<file path="config.mk">
export PLATFORM = sky130hd
export DESIGN_NAME = interrupt_arbiter
export DESIGN_NICKNAME = d
export VERILOG_FILES = /design/src/rtl/interrupt_arbiter.sv
export SDC_FILE = /design/constraint.sdc
export NUM_CORES = 1
export LEC_CHECK = 0
export CORE_ASPECT_RATIO = 1.2
export CORE_MARGIN = 1.5
export CORE_UTILIZATION = 32
export CTS_CLUSTER_SIZE = 40
export DETAILED_ROUTE_END_ITERATION = 10
export GPL_TIMING_DRIVEN = 0
export MAX_ROUTING_LAYER = met4
export PLACE_DENSITY = 0.87
export SETUP_SLACK_MARGIN = 0.5
export SLEW_MARGIN = 10
export SYNTH_ARGS = -nofsm -noshare
export SYNTH_HDL_FRONTEND = slang
export SYNTH_SLANG_ARGS = --single-unit
export TNS_END_PERCENT = 10
</file>
<file path="constraint.sdc">
create_clock -name clk_i -period 2.24 [get_ports clk_i]
set_input_delay 0.336 -clock clk_i [delete_from_list [all_inputs] [get_ports clk_i]]
set_output_delay 0.336 -clock clk_i [all_outputs]
set_load 0.03 [all_outputs]
</file>
<file path="src/rtl/interrupt_arbiter.sv">
// interrupt_arbiter
// Arbitrates NUM_SRC interrupt sources onto a single request line to the core.
// The core sees one committed interrupt at a time. It acknowledges that
// interrupt with int_rst_i. The arbiter then returns a one-cycle completion
// pulse on int_fin_o to the source that was serviced.
// Arbitration is fixed priority (RR_MODE=0, lowest index wins) or
// round-robin (RR_MODE=1).
// Optional feature macro: IRQ_EDGE_CAPTURE_EN.
//   Defined:   requests are captured on rising edges into a pending register.
//   Undefined: requests are level-sensitive.
module interrupt_arbiter #(
  parameter int NUM_SRC = 32,
  parameter int RR_MODE = 0
) (
  input  logic               clk_i,
  input  logic               rst_ni,
  input  logic [NUM_SRC-1:0] int_req_i,
  input  logic [NUM_SRC-1:0] mie_i,
  input  logic               int_rst_i,
  output logic               int_o,
  output logic [NUM_SRC-1:0] int_fin_o,
  output logic [31:0]        mcause_o
);

  localparam int IDW = $clog2(NUM_SRC);

  localparam logic [1:0] S_IDLE = 2'd0;
  localparam logic [1:0] S_REQ  = 2'd1;
  localparam logic [1:0] S_FIN  = 2'd2;

  logic [1:0]         state_q, state_d;
  logic [IDW-1:0]     id_q, id_d;
  logic [IDW-1:0]     ptr_q, ptr_d;
  logic               int_q, int_d;
  logic [NUM_SRC-1:0] pend;
  logic [NUM_SRC-1:0] elig;
  logic [NUM_SRC-1:0] fin_vec;
  logic               win_found;
  logic [IDW-1:0]     win_idx;
  logic               grant;
  logic [4:0]         id_ext;

`ifdef IRQ_EDGE_CAPTURE_EN
  logic [NUM_SRC-1:0] pend_q, pend_d;
  logic [NUM_SRC-1:0] req_q;

  // A rising edge sets a pending bit, and the completion of that source clears it.
  // When both happen in the same cycle, the set wins so that no edge is lost.
  always_comb begin
    pend_d = (pend_q & ~fin_vec) | (int_req_i & ~req_q);
  end

  // Pending bits and the previous request sample used for edge detection.
  always_ff @(posedge clk_i or negedge rst_ni) begin
    if (!rst_ni) begin
      pend_q <= '0;
      req_q  <= '0;
    end else begin
      pend_q <= pend_d;
      req_q  <= int_req_i;
    end
  end

  assign pend = pend_q;
`else
  assign pend = int_req_i;
`endif

  assign elig = pend & mie_i;

  // Winner search: scan from index 0 (fixed) or from ptr+1 with wrap (round-robin).
  always_comb begin
    int base;
    int idx;
    win_found = 1'b0;
    win_idx   = '0;
    base      = 0;
    idx       = 0;
    if (RR_MODE != 0) begin
      base = int'(ptr_q) + 1;
    end
    for (int k = 0; k < NUM_SRC; k++) begin
      idx = (base + k) % NUM_SRC;
      if (!win_found && elig[idx[IDW-1:0]]) begin
        win_found = 1'b1;
        win_idx   = idx[IDW-1:0];
      end
    end
  end

  // Next-state logic. Once a request has been granted it is committed until the core completes it.
  always_comb begin
    state_d = state_q;
    id_d    = id_q;
    grant   = 1'b0;
    case (state_q)
      S_IDLE: begin
        if (win_found) begin
          grant   = 1'b1;
          id_d    = win_idx;
          state_d = S_REQ;
        end
      end
      S_REQ: begin
        if (int_rst_i) begin
          state_d = S_FIN;
        end
      end
      S_FIN: begin
        state_d = S_IDLE;
      end
      default: begin
        state_d = S_IDLE;
      end
    endcase
  end

  // The round-robin pointer follows the most recent grant. In fixed mode it stays frozen.
  always_comb begin
    ptr_d = ptr_q;
    if (grant && (RR_MODE != 0)) begin
      ptr_d = win_idx;
    end
  end

  // int_o is taken straight from a flop that is set exactly when the FSM is heading into REQ.
  always_comb begin
    int_d = (state_d == S_REQ);
  end

  // Control and index registers. Reset abandons any transaction that is in flight.
  always_ff @(posedge clk_i or negedge rst_ni) begin
    if (!rst_ni) begin
      state_q <= S_IDLE;
      id_q    <= '0;
      ptr_q   <= IDW'(NUM_SRC - 1);
      int_q   <= 1'b0;
    end else begin
      state_q <= state_d;
      id_q    <= id_d;
      ptr_q   <= ptr_d;
      int_q   <= int_d;
    end
  end

  // One-hot completion pulse toward the serviced source, valid only in FIN.
  always_comb begin
    fin_vec = '0;
    for (int i = 0; i < NUM_SRC; i++) begin
      fin_vec[i] = (state_q == S_FIN) && (id_q == IDW'(i));
    end
  end

  // Cause word: interrupt flag in bit 31 and the 5-bit source id; zero when idle.
  always_comb begin
    id_ext            = '0;
    id_ext[IDW-1:0]   = id_q;
    mcause_o          = 32'h0;
    if (int_q) begin
      mcause_o = {1'b1, 26'h0, id_ext};
    end
  end

  assign int_o     = int_q;
  assign int_fin_o = fin_vec;

endmodule

</file>
# [Yosys cells after proc, flatten, opt, wreduce, memory -nomap -nowiden]
# Cells that the tools add are included.
[totals] regBits=8 input_bits=67 output_inout_bits=65 word_cells=202
[op_classes] n_eq_ne=34 muxes=67 n_bitwise=1 n_reduce_logical=97
[op_table] operator="2-to-1 mux 5 bit" n=30
[op_table] operator="equality test 5 bit (second input constant)" n=16
[op_table] operator="logical AND 1 bit" n=63
[op_table] operator="equality test 5 x 4 -> 1 bit (second input constant)" n=8
[op_table] operator="2-to-1 mux 1 bit" n=33
[op_table] operator="bitwise AND 32 bit" n=1
[op_table] operator="2-to-1 mux 32 bit" n=1
[op_table] operator="zero test 1 bit" n=31
[op_table] operator="equality test 5 x 3 -> 1 bit (second input constant)" n=4
[op_table] operator="equality test 5 x 2 -> 1 bit (second input constant)" n=2
[op_table] operator="equality test 5 x 1 -> 1 bit (second input constant)" n=1
[op_table] operator="zero test 5 bit" n=1
[op_table] operator="equality test 2 x 1 -> 1 bit (second input constant)" n=2
[op_table] operator="2-to-1 mux 2 bit" n=2
[op_table] operator="one-hot mux 2 bit (2 select lines)" n=1
[op_table] operator="equality test 2 bit (second input constant)" n=1
[op_table] operator="zero test 2 bit" n=1
[op_table] operator="AND reduction 2 bit" n=1

# [Depth between registers and ports, before layout]
# Gate-level depths: netlist of run 1.
[logic_depth] word_depth=98 ltp_mapped=6 ltp_nobuf=6

# [Worst setup path after synthesis of run 1]
# OpenSTA, ideal clock, no wires.
[synth_timing] kind="reg-to-output" start="reg state_q[0]" end="out int_fin_o[24]" t_arrival_ns=1.354 required_ns=1.904 path_slack_ns=0.550 path_stages_with_launch=4 cell_sequence="dfrtp_1 nor3b_1 nand3_1 nor2_1"
[synth_between] elab_chain_len=2
[synth_lines] element="start: declaration" line="31" source="logic [1:0] state_q, state_d;"
[synth_lines] element="start signal: assignment" line="139" source="state_q <= state_d;"
[synth_lines] element="equality test 2 bit" line="150" source="fin_vec[i] = (state_q == S_FIN) && (id_q == IDW'(i));"
[synth_lines] element="logical AND 1 bit" line="150"
[synth_lines] element="end: declaration" line="21" source="output logic [NUM_SRC-1:0] int_fin_o,"
# No other way between the ends.

# [Final worst setup path of run 1]
[layout_timing] start="reg id_q[2] (netlist: id_ext[2])" end="out int_fin_o[18]"
[layout_between] elab_chain_len=2
[layout_lines] element="start: declaration" line="32" source="logic [IDW-1:0] id_q, id_d;"
[layout_lines] element="start signal: assignment" line="140" source="id_q <= id_d;"
[layout_lines] element="equality test 5 bit" line="150"
[layout_lines] element="logical AND 1 bit" line="150"
# No other way between the ends.

==> reports/qor.txt, run 1 <==
post-synth top area cell: buf_4
simple-gate area share of the yosys netlist: 35.19%
post-synthesis sequential area ratio: 15.34%
die height: 72.96 um
adder and majority gate portion of the synthesized area: 0%
grt total ovfl: 0
I/O pin total: 132
count of cell types in the netlist: 46
hold slack: 0.3725 ns
H-tree levels: 1
Synth async-reset ratio: 100.0%
Synth Register Bits: 8
top cells by count, synth: 38 x nor2_1, 28 x nand2_1, 27 x buf_4
count of warnings emitted by yosys: 0
met3 Resource Use GR: 2.660%
max incr delay on CP: 0.43 ns
worst hold path class: in -> async
Tcrit/Tclk final: 81.17%
Pre-Repair DR Iteration Count: 4
Clk pin slew, worst setup/hold paths: 0.04 ns
Initial Util: 33.38%
main flop type after synthesis: dfrtp_1
final setup TNS: 0 ns
hpwl dp: 3652 um
via count: 1865
die area: 0.004472 mm^2
max-cap viol count: 0
TritonCTS sink count: 8
Post-Synthesis Cells: 185
Worst setup SP type: register
Final Slew Violations: 0
PwrDens: 587.1 mW/mm^2
placed insts: 369
maximum clock rate: 550.0 MHz
Post-Route WL: 4838 um
VDD IR-drop max: 0.0002828 V
RSZ-0062 raised after global routing: true
GR peak layer: met2
Synth Area in XOR/XNOR: 0%
area of the mapped netlist: 0.001305 mm^2
CTS tree: yes
CTS Root Cell: clkbuf_8
fillcell total: 338
crit-path max FO: 4
fin crit period: 1.818 ns
core outline area: 0.003910 mm^2
syn_area_per_cell: 7.054 um^2
Worst Skew: 0.001285 ns
met1 Use GR: 17.52%
initial antenna violation count: 0
P&R area growth vs syn: 110.5%
top-count cell post-synth: nor2_1
diode count: 0
met2 Track Usage GR: 38.42%
CP max stage cell: dfrtp_1
Leak: 1.485 nW
Worst Path Arrival: 1.48 ns
ANT nets after route: 0
Die X: 61.30 um
first-pass GRT wire length: 6506 um
Iter 0 DRT Violations: 62
cts bufs inserted: 3
CP Data Required Time: 1.90 ns
row count: 25
largest cells by area after synthesis: buf_4 16%, dfrtp_1 15%, nor2_1 11%
clk_lat worst skew: 0.23 ns
DR vias/cell: 4.844
crit end category: output pin
crit path kind: reg -> out
mux cell area share after synthesis: 0%
Cell Chain, Critical Path: nor3b_4, nand2_2, nor2_1, clkdlybuf4s18_2
final net count: 400
outcome: finished, final reports clean
largest family of logic cells by synthesized area: simple AND/OR/NAND/NOR gates
share of the synthesized area in the top cell type: 15.53%
routed wire length per instance: 12.57 um
GRT Util Overall: 19.36%
layout cells sized above 1: 32.93%
final setup fails: 0
EDFF count, synth: 0
CTS Buffer Depth: 2
I/O Buffers: 105
largest net degree at the start of global routing: 9
Fin. Hold Viols: 0
Compound-Gate Fraction of Synth Area: 32.21%
# DRC: 0
GPL Wtd Cong: 0.8669
post-route insts no fill: 385
vias in the first global route: 1642
-- where the power goes --
group | internal, mW | total (mW) | switching, mW | leakage, nW
Sequential | 0.219 | 0.335 | 0.116 | 0.0944
Clock | 0.116 | 0.169 | 0.0527 | 0.0216
Combinational | 0.515 | 1.11 | 0.594 | 1.37
-- cells in the final DEF (no fill, tap or decap), types with 3 or more instances in the layout --
master,n
buf_4,43
clkdlybuf4s50_1,43
nor2_1,37
dlymetal6s2s_1,29
conb_1,26
nand2_1,19
buf_2,17
clkdlybuf4s15_2,10
nand2_2,9
a21oi_1,8
a22oi_2,7
dfrtp_1,7
and2_1,5
a22o_1,5
a32oi_1,5
nand2b_1,3
nand3_1,3
o22a_1,3
a31oi_1,3
clkbuf_8,3
-- state kept, by name, summed over array words and instances, names as in the netlist --
register / count
id_ext: 5
int_o: 1
state_q: 2
-- cell type report --
cell class | count | area (um^2) | share of cell area (%)
multi-input cells | 170 | 1074 | 39.09
well taps | 54 | 67.56 | 2.460
flip-flops and latches | 8 | 201.4 | 7.335
repair buffers | 118 | 1137 | 41.41
inverters | 2 | 7.507 | 0.2733
clock buffers | 3 | 41.29 | 1.503
plain buffers | 30 | 217.7 | 7.927
-- kinds of logic after synthesis --
family,count (synthesis)
AND/OR/NAND/NOR,94
other,1
buffers and inverters,32
flip-flops,8
AO/OA/AOI/OAI,50
-- metrics by stage --
stage / utilization [%] / power (mW) / worst slack [ns] / area [um^2]
CTS: 64.77 / 1.568 / 0.4093 / 2532
finish: 70.24 / 1.612 / 0.4218 / 2746
floorplan: - / 0.9674 / 0.5501 / 1399
global placement: 64.38 / 1.340 / 0.003466 / 2517
global route: 70.24 / 1.718 / 0.3341 / 2746
detailed placement: 64.38 / 1.363 / -0.02075 / 2517
-- worst max-delay path, delay by kind of cell (launching register included) --
kind,cells,cell delay [ns]
AND/OR/NAND/NOR,3,0.53
buffers and inverters,1,0.30
flip-flops,1,0.43
-- final timing paths --
kind,from,endpoint,slack (ns),cells past startpoint
worst max register to register,state_q[0],id_ext[0],0.76,5
worst min-delay path,rst_ni,id_ext[1],0.37,1
max in group asynchronous,rst_ni,state_q[0],1.61,1
worst min register to register,state_q[1],state_q[0],0.53,1
worst max-delay path,id_ext[2],int_fin_o[18],0.42,4
min in group clk_i,state_q[1],state_q[0],0.53,1
-- per-layer routing --
metal | up-vias | routed length [um]
met1 | 845 | 1582
met2 | 100 | 2749
met3 | 9 | 413
li1 | 911 | -
met4 | 0 | 93
met5 | - | 0
-- what timing repair did --
action	4_1_cts	5_1_grt
setup endpoints to repair	45	45
hold buffers	0	0
cloned	0	0
buffers inserted	3	10
resized for setup	154	48
pin swaps	4	20
(Power assumes the default switching activity.)
==> run 2, diff against run 1 <==
CORE_UTILIZATION = 27   (was 32)
PLACE_DENSITY = 0.78   (was 0.87)
clock period = 1.65 ns   (was 2.24 ns; I/O delays follow)
==> run 2 against run 1 <==
  * Critical path depth unchanged
  * Non-clock buffer count rose by 7
  * Die area grew 18%
  * The flow now finishes with violations (setup timing)
  * Worst setup slack got worse by 0.49 ns
  * Cell area increased by 22%
  * Sequential power grew 54%
  * Highest routed layer unchanged
  * Power up 84%
  * Final cell count grew 2.9%
==> reports/qor.txt, run 2 (synthesis gave the netlist of run 1 again) <==
crit path kind: reg -> out (unchanged)
Worst Path Arrival: 1.47 ns (was 1.48 ns)
hpwl dp: 3866 um (was 3652 um)
TritonCTS sink count: 8 (unchanged)
final setup fails: 15 (was 0)
violated checks: setup timing
Iter 0 DRT Violations: 28 (was 62)
vias in the first global route: 1741 (was 1642)
grt total ovfl: 0 (unchanged)
Setup crit end: int_fin_o[28] (was int_fin_o[18])
CTS tree: yes (unchanged)
first-pass GRT wire length: 7624 um (was 6506 um)
DR vias/cell: 4.765 (was 4.844)
via count: 1887 (was 1865)
FF-to-FF setup slack: 0.32 ns (was 0.76 ns)
CP Data Required Time: 1.40 ns (was 1.90 ns)
RSZ-0062 raised after global routing: true (unchanged)
final net count: 407 (was 400)
worst hold path class: in -> async (unchanged)
Leak: 1.831 nW (was 1.485 nW)
cts bufs inserted: 3 (unchanged)
P&R area growth vs syn: 155.8% (was 110.5%)
Pre-Repair DR Iteration Count: 4 (unchanged)
Int Pwr: 1.458 mW (was 0.8499 mW)
Final Slew Violations: 0 (unchanged)
maximum clock rate: 583.3 MHz
GRT Util Overall: 18.76% (was 19.36%)
crit-path max FO: 4 (unchanged)
final setup TNS: -0.5249 ns (was 0 ns)
Switching Fraction: 50.77% (was 47.29%)
row count: 27 (was 25)
Tcrit/Tclk final: 103.9%
r2r worst-path depth: 5 (unchanged)
H-tree levels: 1 (unchanged)
initial antenna violation count: 0 (unchanged)
max-cap viol count: 0 (unchanged)
clk_lat worst skew: 0.23 ns (about the same)
Clock power frac: 7.9% (was 10.5%)
Die X: 66.47 um (was 61.30 um)
VDD IR-drop max: 0.0006522 V (was 0.0002828 V)
worst flop-to-flop path endpoint: id_ext[2] (was id_ext[0])
Seq pwr share: 17.4% (was 20.8%)
# DRC: 0 (unchanged)
Initial Util: 28.20% (was 33.38%)
Fin. Hold Viols: 0 (unchanged)
outcome: finished, violations left (was finished, final reports clean)
most common cell after layout, fill and taps aside: buf_4
Post-Route WL: 5325 um (was 4838 um)
routed wire length per instance: 13.45 um (was 12.57 um)
logic gate share of total power: 74.8% (was 68.8%)
# hold bufs at CTS: 0 (unchanged)
core outline area: 0.004628 mm^2 (was 0.003910 mm^2)
I/O Buffers: 105 (unchanged)
Clk pin slew, worst setup/hold paths: 0.04 ns (about the same)
Layout Utilization: 72.13% (was 70.24%)
max FFs per register: 5 (unchanged)
Worst setup SP type: register (unchanged)
crit end category: output pin (unchanged)
die area: 0.005261 mm^2 (was 0.004472 mm^2)
RR Startpoint: state_q[0] (unchanged)
layout cells sized above 1: 57.10% (was 32.93%)
GPL Wtd Cong: 0.7849 (was 0.8669)
CTS Root Cell: clkbuf_8 (unchanged)
Worst setup startpoint: state_q[0] (was id_ext[2])
Worst Skew: 0.002222 ns (was 0.001285 ns)
Final WS setup: -0.06450 ns (was 0.4218 ns)
ANT nets after route: 0 (unchanged)
I/O pin total: 132 (unchanged)
PwrDens: 887.0 mW/mm^2 (was 587.1 mW/mm^2)
fin crit period: 1.715 ns
Net Switching: 1.503 mW (was 0.7626 mW)
diode count: 0 (unchanged)
largest net degree at the start of global routing: 9 (unchanged)
commonest cells after routing, fill and taps aside: 49 x buf_4, 47 x dlymetal6s2s_1, 39 x buf_6 (was 43 x buf_4, 43 x clkdlybuf4s50_1, 37 x nor2_1)
CTS Buffer Depth: 2 (unchanged)
die height: 79.16 um (was 72.96 um)
## run 2: repair_timing
item                                    CTS  global route
gates resized for setup                 305           103
pin swaps                                22            22
endpoints found under the hold margin     0             0
endpoints found under the setup margin   46            46
setup buffers                             7            13
## run 2: worst min path at each step
stage / startpoint / to / slack [ns] / cells after the start
finish: rst_ni / state_q[1] / 0.29 / 1
global route: rst_ni / state_q[1] / 0.33 / 1
CTS: rst_ni / state_q[1] / 0.30 / 1
detailed placement: state_q[1] / state_q[0] / 0.52 / 1
global placement: state_q[1] / int_o / 0.51 / 1
floorplan: rst_ni / id_ext[0] / -0.05 / 0
## run 2: power groups by stage
stage	sequential [mW]	combinational, mW	clock [mW]
after CTS	0.504	2.10	0.235
after floorplan	0.448	1.20	0
after global routing	0.545	2.33	0.245
final	0.515	2.21	0.233
after global placement	0.461	1.73	0
after detailed placement	0.468	1.74	0
## run 2: final cells by class
| type | instances | area, um^2 |
|---|---|---|
| repair buffers | 125 | 1304 |
| multi-input cells | 170 | 1453 |
| inverters | 2 | 7.507 |
| fillers | 362 | 1290 |
| flip-flops and latches | 8 | 207.7 |
| well taps | 58 | 72.57 |
| clock buffers | 3 | 41.29 |
| plain buffers | 30 | 252.7 |
## run 2: worst max-delay path: stages, from the launching register on
cell and delay [ns]:
dfrtp_2 0.42, and3b_2 0.37, nand3_4 0.18, nor2_4 0.12, buf_6 0.14
## run 2: metrics by stage
| stage | hold WS (ns) | cells | setup WS (ns) | power [mW] | cell area [um^2] |
|---|---|---|---|---|---|
| after detailed placement | 0.5168 | 373 | -0.4614 | 2.213 | 2814 |
| after CTS | 0.2989 | 383 | -0.06182 | 2.843 | 3075 |
| after global placement | 0.5121 | 373 | -0.4307 | 2.187 | 2814 |
| after floorplan | -0.04809 | 210 | 0.2113 | 1.652 | 1690 |
| final | 0.2926 | 396 | -0.06450 | 2.961 | 3338 |
| after global routing | 0.3334 | 396 | -0.1269 | 3.125 | 3338 |
## run 2: routing by layer
| layer | vias up | wire length [um] | GRT usage, % |
|---|---|---|---|
| li1 | 929 | - | - |
| met1 | 854 | 1760 | 18.15 |
| met4 | 0 | 39 | 4.898 |
| met2 | 100 | 3125 | 37.90 |
| met5 | - | 0 | - |
| met3 | 4 | 399 | 2.266 |
==> run 3, diff against run 2 <==
CORE_ASPECT_RATIO = 1.5   (was 1.2)
CTS_BUF_LIST = sky130_fd_sc_hd__clkbuf_8   (was not set)
==> run 3 against run 2 <==
  * The run still ends with setup timing left
  * Non-clock buffer count rose by 4
  * Worst hold slack got worse by 0.014 ns
  * Die area up 0.13%
  * Global-route usage up 0.80 points
  * Sequential cell count unchanged
  * Fmax decreased by 0.44%
  * Core utilization is 0.24 points lower
  * Register-to-register slack worse by 0.04 ns
  * Final cell count grew 2.5%
  * Clock skew up 0.0012 ns
  * Routed wire length shrank 1.0%
  * Largest cell class unchanged
==> reports/qor.txt, run 3 (synthesis gave the netlist of run 1 again) <==
# hold bufs at CTS: 0 (unchanged)
max FFs per register: 5 (unchanged)
initial antenna violation count: 0 (unchanged)
# DRC: 0 (unchanged)
ANT nets after route: 0 (unchanged)
layout cells sized above 1: 56.73% (was 57.10%)
maximum clock rate: 580.7 MHz (was 583.3 MHz)
Fin. Hold Viols: 0 (unchanged)
crit-path max FO: 4 (unchanged)
Clk pin slew, worst setup/hold paths: 0.04 ns (about the same)
largest net degree at the start of global routing: 9 (unchanged)
crit end category: output pin (unchanged)
fillcell total: 370 (was 362)
PwrDens: 882.1 mW/mm^2 (was 887.0 mW/mm^2)
GRT Util Overall: 19.56% (was 18.76%)
clk_lat worst skew: 0.24 ns (was 0.23 ns)
placed cell area: 0.002821 mm^2 (was 0.002814 mm^2)
row count: 30 (was 27)
Layout Utilization: 71.89% (was 72.13%)
CP max stage cell: dfrtp_2 (unchanged)
max incr delay on CP: 0.43 ns (was 0.42 ns)
Post-Route WL: 5271 um (was 5325 um)
CP Data Required Time: 1.40 ns (about the same)
post-route cell area: 0.003292 mm^2 (was 0.003338 mm^2)
die height: 88.15 um (was 79.16 um)
hpwl dp: 4100 um (was 3866 um)
fin crit period: 1.722 ns (was 1.715 ns)
I/O Buffers: 105 (unchanged)
Leak: 1.779 nW (was 1.831 nW)
final net count: 411 (was 407)
grt total ovfl: 0 (unchanged)
Worst setup SP type: register (unchanged)
routed wire length per instance: 12.98 um (was 13.45 um)
most common cell after layout, fill and taps aside: buf_4 (unchanged)
outcome: finished, violations left (unchanged)
RSZ-0062 raised after global routing: true (unchanged)
footprint of the multi-input gates: 0.001425 mm^2 (was 0.001453 mm^2)
CTS Root Cell: clkbuf_8 (unchanged)
violated checks: setup timing (unchanged)
core outline area: 0.004579 mm^2 (was 0.004628 mm^2)
VDD IR-drop max: 0.0003946 V (was 0.0006522 V)
diode count: 0 (unchanged)
P&R area growth vs syn: 152.3% (was 155.8%)
vias in the first global route: 1835 (was 1741)
Initial Util: 28.50% (was 28.20%)
die area: 0.005268 mm^2 (was 0.005261 mm^2)
max-cap viol count: 0 (unchanged)
DR vias/cell: 4.700 (was 4.765)
final setup TNS: -0.9171 ns (was -0.5249 ns)
I/O pin total: 132 (unchanged)
Final Slew Violations: 0 (unchanged)
GPL Wtd Cong: 0.7634 (was 0.7849)
Worst Path Arrival: 1.47 ns (about the same)
H-tree levels: 1 (unchanged)
Tcrit/Tclk final: 104.4% (was 103.9%)
worst hold path class: in -> async (unchanged)
Pre-Repair DR Iteration Count: 4 (unchanged)
CTS tree: yes (unchanged)
first-pass GRT wire length: 7741 um (was 7624 um)
via count: 1908 (was 1887)
Worst Skew: 0.003407 ns (was 0.002222 ns)
crit path kind: reg -> out (unchanged)
TritonCTS sink count: 8 (unchanged)
commonest cells after routing, fill and taps aside: 58 x buf_4, 39 x dlymetal6s2s_1, 35 x nor2_4 (was 49 x buf_4, 47 x dlymetal6s2s_1, 39 x buf_6)
Iter 0 DRT Violations: 22 (was 28)
final setup fails: 28 (was 15)
cts bufs inserted: 3 (unchanged)
hold slack: 0.2786 ns (was 0.2926 ns)
Final WS setup: -0.07209 ns (was -0.06450 ns)
Die X: 59.77 um (was 66.47 um)
area taken by flip-flops and latches: 207.7 um^2 (unchanged)
Cell Chain, Critical Path: and3b_2, nand3_4, nor2_4, buf_6 (unchanged)
CTS Buffer Depth: 2 (unchanged)
-- run 3: changes by cell type in the layout (fill, tap and decap cells not counted), sizes merged --
cell	delta
buf	+3
dlymetal6s2s	-8
clkdlybuf4s15	+6
dlygate4sd2	+3
-- run 3: timing repair --
item,CTS,global route
pin swaps,22,42
resized for setup,307,97
setup buffers,11,13
endpoints found under the setup margin,46,46
-- run 3: metrics by stage --
step | cells | worst slack, ns | total power [mW]
2_1_floorplan | 210 | 0.2113 | 1.652
3_3_place_gp | 379 | -0.4574 | 2.180
3_5_place_dp | 379 | -0.4737 | 2.208
4_1_cts | 393 | -0.06964 | 2.753
5_1_grt | 406 | -0.1375 | 3.062
6_report | 406 | -0.07209 | 2.904
-- run 3: critical path, delay by kind of cell (launching register included) --
family,cells,cell delay (ns)
DFF,1,0.43
and+or+nand+nor,3,0.67
buffers and inverters,1,0.13
-- run 3: worst paths after layout --
kind,slack [ns],from,end,depth (start not counted)
worst max-delay path,-0.07,state_q[0],int_fin_o[30],4
worst min-delay path,0.28,rst_ni,state_q[1],1
worst max register to register,0.28,state_q[1],id_ext[0],6
worst min register to register,0.50,state_q[1],state_q[0],1
max in group asynchronous,1.09,rst_ni,id_ext[0],1
min in group clk_i,0.50,state_q[1],state_q[0],1
-- run 3: final cells by class --
type | count | area share [%]
Clock buffer | 3 | 1.254
Sequential cell | 8 | 6.309
Inverter | 2 | 0.2280
Tap cell | 64 | 2.433
Buffer | 30 | 7.488
Multi-Input combinational cell | 170 | 43.29
Timing Repair Buffer | 129 | 39.00
-- run 3: report_power, final --
| part | switching, mW | internal [mW] |
|---|---|---|
| logic | 1.21 | 0.945 |
| clock network | 0.0871 | 0.159 |
| registers | 0.192 | 0.310 |
| total | 1.49 | 1.41 |
-- run 3: routing by layer --
metal / global-route usage, % / vias to the layer above / share of wire (%)
met1: 16.28 / 867 / 30
met5: - / - / 0
li1: - / 931 / -
met2: 40.32 / 100 / 60
met4: 9.091 / 0 / 2.5
met3: 1.625 / 10 / 7.0
